[src/rtl/ctrl_shadow_pkg.sv]
// Shared types and constants for the shadowed control register.
package ctrl_shadow_pkg;

    localparam int unsigned CTRL_DW = 5;

    typedef enum logic [4:0] {
        CTRL_MODE_OFF     = 5'b00000,
        CTRL_MODE_SAFE    = 5'b10101,
        CTRL_MODE_DEFAULT = 5'b11111
    } ctrl_mode_e;

    typedef enum logic {
        PH_IDLE   = 1'b0,
        PH_STAGED = 1'b1
    } phase_e;

endpackage

[src/rtl/ctrl_shadow_reg_if.sv]
// Software register-bus port of ctrl_shadow_reg: write/read strobes and
// the registered read response.
interface ctrl_shadow_reg_if #(
    parameter int unsigned DW = 5
);

    logic          we_i;
    logic [DW-1:0] wd_i;
    logic          re_i;
    logic          rd_valid_o;
    logic [DW-1:0] rd_data_o;

    // Software side: issues writes and reads, consumes the response.
    modport master (
        output we_i,
        output wd_i,
        output re_i,
        input  rd_valid_o,
        input  rd_data_o
    );

    // Register side: accepts strobes, produces the response.
    modport slave (
        input  we_i,
        input  wd_i,
        input  re_i,
        output rd_valid_o,
        output rd_data_o
    );

endinterface

[src/rtl/ctrl_shadow_reg_shadow_store.sv]
// Committed register plus its inverted shadow copy. A commit strobe loads
// both copies; mismatch_o flags any disagreement between them.
module shadow_store
    import ctrl_shadow_pkg::*;
#(
    parameter int unsigned DW     = CTRL_DW,
    parameter ctrl_mode_e  RESVAL = CTRL_MODE_DEFAULT
) (
    input  logic          clk_i,
    input  logic          rst_i,
    input  logic          commit_i,
    input  logic [DW-1:0] wd_i,
    output logic [DW-1:0] q_o,
    output logic          mismatch_o
);

    logic [DW-1:0] main_d;
    logic [DW-1:0] main_q;
    logic [DW-1:0] shadow_d;
    logic [DW-1:0] shadow_q;

    // Next value of both copies: load on commit, otherwise hold.
    always_comb begin
        main_d   = main_q;
        shadow_d = shadow_q;
        if (commit_i) begin
            main_d   = wd_i;
            shadow_d = ~wd_i;
        end
    end

    // Storage flops; reset loads RESVAL and its complement.
    always_ff @(posedge clk_i) begin
        if (rst_i) begin
            main_q   <= DW'(RESVAL);
            shadow_q <= ~DW'(RESVAL);
        end else begin
            main_q   <= main_d;
            shadow_q <= shadow_d;
        end
    end

    // Integrity check between the two copies.
    always_comb begin
        mismatch_o = (main_q != ~shadow_q);
    end

    assign q_o = main_q;

endmodule

[src/rtl/ctrl_shadow_reg.sv]
// Shadowed control register with two-phase write commit and a registered
// read response. Optional macro CTRL_SHADOW_WRITE_ONCE_EN: after the first
// commit following reset, further commits are discarded until reset.
module ctrl_shadow_reg
    import ctrl_shadow_pkg::*;
#(
    parameter int unsigned DW     = CTRL_DW,
    parameter ctrl_mode_e  RESVAL = CTRL_MODE_DEFAULT
) (
    input  logic                     clk_i,
    input  logic                     rst_i,
    ctrl_shadow_reg_if.slave         bus,
    output logic [DW-1:0]            q_o,
    output logic                     phase_o,
    output logic                     update_err_o,
    output logic                     storage_err_o
);

    phase_e        phase_d;
    phase_e        phase_q;
    logic [DW-1:0] staged_d;
    logic [DW-1:0] staged_q;
    logic          update_err_d;
    logic          update_err_q;
    logic          storage_err_d;
    logic          storage_err_q;
    logic          rd_valid_d;
    logic          rd_valid_q;
    logic [DW-1:0] rd_data_d;
    logic [DW-1:0] rd_data_q;
    logic          match;
    logic          commit;
    logic          mismatch;
    logic [DW-1:0] q;

    // Staging FSM: first write stages, second write commits or flags error;
    // a lone read while staged abandons the staged value.
    always_comb begin
        phase_d      = phase_q;
        staged_d     = staged_q;
        update_err_d = 1'b0;
        match        = 1'b0;
        unique case (phase_q)
            PH_IDLE: begin
                if (bus.we_i) begin
                    staged_d = bus.wd_i;
                    phase_d  = PH_STAGED;
                end
            end
            PH_STAGED: begin
                if (bus.we_i) begin
                    phase_d = PH_IDLE;
                    if (bus.wd_i == staged_q) begin
                        match = 1'b1;
                    end else begin
                        update_err_d = 1'b1;
                    end
                end else if (bus.re_i) begin
                    phase_d = PH_IDLE;
                end
            end
            default: phase_d = PH_IDLE;
        endcase
    end

`ifdef CTRL_SHADOW_WRITE_ONCE_EN
    logic lock_d;
    logic lock_q;

    // Lock engages on the first commit and stays until reset.
    always_comb begin
        commit = match & ~lock_q;
        lock_d = lock_q | commit;
    end

    // Lock flop.
    always_ff @(posedge clk_i) begin
        if (rst_i) begin
            lock_q <= 1'b0;
        end else begin
            lock_q <= lock_d;
        end
    end
`else
    // Every matching pair commits.
    always_comb begin
        commit = match;
    end
`endif

    shadow_store #(
        .DW     (DW),
        .RESVAL (RESVAL)
    ) u_store (
        .clk_i      (clk_i),
        .rst_i      (rst_i),
        .commit_i   (commit),
        .wd_i       (bus.wd_i),
        .q_o        (q),
        .mismatch_o (mismatch)
    );

    // Read response captures the pre-write value; sticky storage error.
    always_comb begin
        rd_valid_d    = bus.re_i;
        rd_data_d     = bus.re_i ? q : rd_data_q;
        storage_err_d = storage_err_q | mismatch;
    end

    // Control and response flops.
    always_ff @(posedge clk_i) begin
        if (rst_i) begin
            phase_q       <= PH_IDLE;
            staged_q      <= '0;
            update_err_q  <= 1'b0;
            storage_err_q <= 1'b0;
            rd_valid_q    <= 1'b0;
            rd_data_q     <= '0;
        end else begin
            phase_q       <= phase_d;
            staged_q      <= staged_d;
            update_err_q  <= update_err_d;
            storage_err_q <= storage_err_d;
            rd_valid_q    <= rd_valid_d;
            rd_data_q     <= rd_data_d;
        end
    end

    assign q_o            = q;
    assign phase_o        = phase_q;
    assign update_err_o   = update_err_q;
    assign storage_err_o  = storage_err_q;
    assign bus.rd_valid_o = rd_valid_q;
    assign bus.rd_data_o  = rd_data_q;

endmodule

[src/flat_wrapper.sv]
// flat-port wrapper written by rule: the top's interface ports become plain ports
module ctrl_shadow_reg_flat import ctrl_shadow_pkg::*;
#(
    parameter int unsigned DW     = CTRL_DW,
    parameter ctrl_mode_e  RESVAL = CTRL_MODE_DEFAULT
)
  (clk_i, rst_i, q_o, phase_o, update_err_o, storage_err_o, bus_we_i, bus_wd_i, bus_re_i, bus_rd_valid_o, bus_rd_data_o);
  ctrl_shadow_reg_if #(.DW(DW)) bus_i ();
  input  logic clk_i;
  input  logic rst_i;
  output logic [DW-1:0] q_o;
  output logic phase_o;
  output logic update_err_o;
  output logic storage_err_o;
  input wire logic [$bits(bus_i.we_i)-1:0] bus_we_i;
  input wire logic [$bits(bus_i.wd_i)-1:0] bus_wd_i;
  input wire logic [$bits(bus_i.re_i)-1:0] bus_re_i;
  output wire logic [$bits(bus_i.rd_valid_o)-1:0] bus_rd_valid_o;
  output wire logic [$bits(bus_i.rd_data_o)-1:0] bus_rd_data_o;
  assign bus_i.we_i = bus_we_i;
  assign bus_i.wd_i = bus_wd_i;
  assign bus_i.re_i = bus_re_i;
  assign bus_rd_valid_o = bus_i.rd_valid_o;
  assign bus_rd_data_o = bus_i.rd_data_o;
  ctrl_shadow_reg #(.DW(DW), .RESVAL(RESVAL)) u_core (.clk_i(clk_i), .rst_i(rst_i), .bus(bus_i), .q_o(q_o), .phase_o(phase_o), .update_err_o(update_err_o), .storage_err_o(storage_err_o));
endmodule
[config.mk]
export PLATFORM = sky130hd
export DESIGN_NAME = ctrl_shadow_reg_flat
export DESIGN_NICKNAME = d
export VERILOG_FILES = /design/src/rtl/ctrl_shadow_pkg.sv /design/src/rtl/ctrl_shadow_reg_if.sv /design/src/rtl/ctrl_shadow_reg_shadow_store.sv /design/src/rtl/ctrl_shadow_reg.sv /design/src/flat_wrapper.sv
export SDC_FILE = /design/constraint.sdc
export NUM_CORES = 1
export LEC_CHECK = 0
export BUFFER_PORTS_ARGS = -buffer_cell sky130_fd_sc_hd__buf_2
export CAP_MARGIN = 20
export CORE_UTILIZATION = 50
export CTS_BUF_LIST = sky130_fd_sc_hd__clkbuf_4 sky130_fd_sc_hd__clkbuf_8 sky130_fd_sc_hd__clkbuf_16
export CTS_CLUSTER_SIZE = 28
export DETAILED_ROUTE_END_ITERATION = 12
export PLACE_DENSITY = 0.75
export SYNTH_ARGS = -nofsm -noshare
export SYNTH_HDL_FRONTEND = slang
export SYNTH_HIERARCHICAL = 1
export SYNTH_SLANG_ARGS = --single-unit
[constraint.sdc]
create_clock -name clk_i -period 5.15 [get_ports clk_i]
set_clock_uncertainty 0.2 [all_clocks]
set_input_delay 1.03 -clock clk_i [delete_from_list [all_inputs] [get_ports clk_i]]
set_output_delay 1.03 -clock clk_i [all_outputs]
set_load 0.05 [all_outputs]
# --- After elaboration in Yosys (flattened, before gate mapping) ---
# Index checks and enable logic that the tools add are counted.
classes:
  muxes: 8
  n_eq_ne: 2
  reduce_logical: 2
  bitwise: 5
op_table:
  columns: ["cell", "count"]
  rows:
  - ["$not A5 Y5", 2]
  - ["$mux W1", 7]
  - ["$eq A5 B5 Y1", 1]
  - ["$ne A5 B5 Y1", 1]
  - ["$reduce_or A3 Y1", 1]
  - ["$not A1 Y1", 2]
  - ["$pmux W1 S2", 1]
  - ["$reduce_and A2 Y1", 1]
  - ["$or A1 B1 Y1", 1]
word_totals:
  inputBits: 9
  output_inout_bits: 14
  reg_bits: 24
  wordCells: 25

# --- Longest topological paths before layout ---
logic_depth:
  depth_word: 4
  ltp_mapped: 6
  ltp_nobuf: 5

# --- By module ---
# The synthesis kept the hierarchy.
by_module_without_submodules:
  columns: ["module", "n_inst", "seq_area_each_um2", "cells_each", "area_each_um2"]
  rows:
  - ["ctrl_shadow_reg", 1, 280.3, 53, 550.5]
  - ["shadow_store", 1, 200.2, 42, 409.1]

# --- Worst setup path after synthesis ---
# Ideal clock, no wire load.
synth_path:
  path_kind: "input port to flip-flop"
  start: "input bus_wd_i[4]"
  end: "register u_core.u_store.main_q[1] (netlist: u_core/u_store/q_o[1])"
  path_buffers: 0
  setup_ns: 0.114
  stages: 5
  required_ns: 4.836
  setup_slack_ns: 2.832
  t_arrival_ns: 2.004
  path_cell_list: "xor2_1 nor3_2 and4b_1 or2b_1 a21o_1"
synth_via:
  elab_chain_cells: 4
synth_rtl:
  columns: ["element", "line_no", "text"]
  rows:
  - ["start: declaration", "flat_wrapper.sv:16", "input wire logic [$bits(bus_i.wd_i)-1:0] bus_wd_i;"]
  - ["$eq A5 B5 Y1", "ctrl_shadow_reg.sv:53", "if (bus.wd_i == staged_q) begin"]
  - ["$mux W1", "ctrl_shadow_reg.sv:53", null]
  - ["$mux W1", "ctrl_shadow_reg.sv:51", "if (bus.we_i) begin"]
  - ["$mux W1", "ctrl_shadow_reg.sv:43", "unique case (phase_q)"]
  - ["named net u_core.commit", "ctrl_shadow_reg.sv:32", "logic commit;"]
  - ["end signal: assignment", "ctrl_shadow_reg_shadow_store.sv:35", "main_q <= DW'(RESVAL);"]
  - ["end signal: assignment", "ctrl_shadow_reg_shadow_store.sv:38", "main_q <= main_d;"]
  - ["end: declaration", "ctrl_shadow_reg_shadow_store.sv:18", "logic [DW-1:0] main_q;"]
# The timed path passes the listed nets, and every way through them passes these cells.
# A chain may end at the register's enable or synchronous reset.

# --- Final worst setup path ---
layout_path:
  start: "input bus_wd_i[4]"
  end: "register u_core.u_store.main_q[3] (netlist: u_core/u_store/q_o[3])"
# The elaborated chain is that of the path after synthesis.

==> run metrics <==
TritonRoute pass-1 iters 4; RR Startpoint u_core/staged_q[4]$_SDFFE_PP0P_; flop-to-flop setup slack 3.24 ns; antenna-violating nets left 0; Net Count, Synth 104; Post-DP HPWL 1180 µm; Cell variety after synth 25; final setup TNS 0 ns; final slew viol count 0; CTS root buf clkbuf_4; initial antenna violation count 0; crit path max fanout 15; area leader, netlist dfxtp_1; P_leak 0.498 nW; endpoints failing hold 0; first-pass GRT wire length 2720 µm; Die H 45.8 µm; initial core utilization 54.4%; CTS tree built; global-route usage over all layers 18.6%; Worst Hold Depth 2; met3 routed WL 111 µm; cts bufs inserted 3; HP Class flop to flop; Worst-Skew Late Latency 0.31 ns; core area 0.00176 mm²; Post-synth EDFFs 0; number of cell rows 15; CTS resizes 0; drt total wl 1710 µm; H-Tree Depth 1; clock buffer depth 2; Hold Buf Count CTS 0; Reg clk slew, reported paths 0.14 ns; hold path start u_core/storage_err_o$_SDFF_PP0_; Hold EP u_core/storage_err_o$_SDFF_PP0_; hold slack 0.274 ns; YS warnings 6; Setup Crit Path Kind input pin to flop; status finished clean; metal2 WL 800 µm; Setup violations, final 0; RSZ-0062 raised after global routing no; Metal-1 WL 783 µm; IO Pins 23; nets 126; FF+latch count, synth 24; DR DRC count 0; Worst Setup End Kind flop; share of cells above drive strength 1 25.0%; Post-CTS Repair Setup Buffers 0; Via-to-Cell Ratio 4.99; Synth area leaders dfxtp_1, mux2i_1, nor2_1; DR iter-0 viols 16; grt ovf 0; minimum clock period 2.38 ns; Critical Path AT 2.41 ns; number of diodes 0; R2R cell count 5; TritonCTS Sinks 24; Critical Path Start Type input pin; # port buffers 22; Max-Cap Viols 0; sequential area share after synthesis 50.1%; Mapped Cells 95; number of global-route vias before repair 618; Mapped Area 960 µm²; Req. time, crit path 5.18 ns; reg-to-reg endpoint u_core/u_store/q_o[3]$_SDFFE_PP1P_; Die Wd 45.8 µm; Fmax achieved 420 MHz; Relative slew margins 72.9%; syn_area_per_cell 10.1 µm²; WL per Instance 12.1 µm; Layout area overhead 16.4%; post-synth top area share 50.1%; top layer in use met4; Final Cycle Share 46.2%; Worst-Margin Slew 0.406 ns; P per Cell Area 340 mW/mm²; DR vias 704; routability cong. 0.728; Peak VDD IR 0.214 mV; filler instances 174; Die ar. 0.00210 mm²; largest net degree at the start of global routing 23; Async SR Flop Fraction 0%; ys flop type dfxtp_1
## through the flow
step	utilization [%]	worst slack [ns]	cell area (µm²)	total power, W	cells
final	63.3	2.77	1120	0.000380	141
after global routing	63.3	2.70	1120	0.000397	141
after CTS	63.3	2.78	1120	0.000384	141
after detailed placement	60.4	2.43	1060	0.000248	137
after global placement	60.4	2.46	1060	0.000247	137
after floorplan	-	2.83	960	0.000237	95
## critical path, stage by stage
cell and delay (ns):
buf_2 0.12, xor2_1 0.15, nor3_2 0.19, and4b_1 0.47, or2b_1 0.30, a21o_1 0.16
## cells by family after synthesis
logic type / Yosys count / share of synthesized area, %
simple gates: 30 / 16.8
xor+xnor: 10 / 9.13
compound gates: 14 / 9.00
buf+inv: 7 / 4.56
mux: 10 / 10.4
flops: 24 / 50.1
## area by class of cell
| class | instances | area, µm² | area share [%] |
|---|---|---|---|
| Multi-Input combinational cell | 64 | 435 | 39.0 |
| Inverter | 2 | 7.51 | 0.672 |
| Clock inverter | 1 | 30.0 | 2.69 |
| Sequential cell | 24 | 480 | 43.0 |
| Tap cell | 25 | 31.3 | 2.80 |
| Timing Repair Buffer | 22 | 110 | 9.85 |
| Clock buffer | 3 | 22.5 | 2.02 |
## per-layer routing
layer / vias to the layer above / global-route usage (%)
met5: - / 0
met4: 0 / 8.82
met3: 2 / 3.97
met2: 23 / 31.1
met1: 325 / 22.6
li1: 354 / -
## cell usage after synthesis, types with 2 or more instances
cell	number
o21ai_0	2
a21o_1	3
o21a_1	2
or2b_1	3
inv_1	2
buf_6	2
xor2_1	5
nand2b_1	3
nor2_1	14
or2_1	2
xnor2_1	5
a21oi_1	6
mux2i_1	10
dfxtp_1	24
buf_2	2
## report_power, final
part / total, W / switching (W) / internal, W
sequential: 0.000197 / 0.00000406 / 0.000193
clock: 0.000136 / 0.0000570 / 0.0000786
combinational: 0.0000472 / 0.0000321 / 0.0000151
total: 0.000380 / 0.0000932 / 0.000287
## worst max-delay path by stage
stage,slack [ns],to,start
3_5_place_dp,2.43,u_core/u_store/q_o[3]$_SDFFE_PP1P_,bus_wd_i[4]
2_1_floorplan,2.83,u_core/u_store/q_o[1]$_SDFFE_PP1P_,bus_wd_i[4]
5_1_grt,2.70,u_core/u_store/q_o[3]$_SDFFE_PP1P_,bus_wd_i[4]
4_1_cts,2.78,u_core/u_store/q_o[3]$_SDFFE_PP1P_,bus_wd_i[4]
6_report,2.77,u_core/u_store/q_o[3]$_SDFFE_PP1P_,bus_wd_i[4]
3_3_place_gp,2.46,u_core/u_store/q_o[3]$_SDFFE_PP1P_,bus_wd_i[4]
## placed cells by master, fill, tap and decap left out
| cell | n |
|---|---|
| a21o_1 | 3 |
| a21oi_1 | 6 |
| a311oi_1 | 1 |
| and4b_1 | 1 |
| buf_2 | 22 |
| bufinv_16 | 1 |
| clkbuf_4 | 3 |
| dfxtp_1 | 24 |
| inv_1 | 2 |
| mux2i_1 | 10 |
| nand2_1 | 1 |
| nand2b_1 | 3 |
| nand3_1 | 1 |
| nor2_1 | 14 |
| nor2b_1 | 1 |
| nor2b_2 | 1 |
| nor3_1 | 1 |
| nor3_2 | 1 |
| o21a_1 | 2 |
| o21ai_0 | 2 |
| or2_1 | 2 |
| or2_2 | 1 |
| or2b_1 | 3 |
| xnor2_1 | 5 |
| xor2_1 | 5 |
## flip-flops by register name, indices dropped and copies added, names as in the netlist
signal	count
u_core/staged_q	5
u_core/phase_o	1
u_core/u_store/q_o	5
u_core/bus.rd_data_o	5
u_core/bus.rd_valid_o	1
u_core/update_err_o	1
u_core/storage_err_o	1
u_core/u_store/shadow_q	5
No activity file was read; power rests on OpenSTA's default activity.
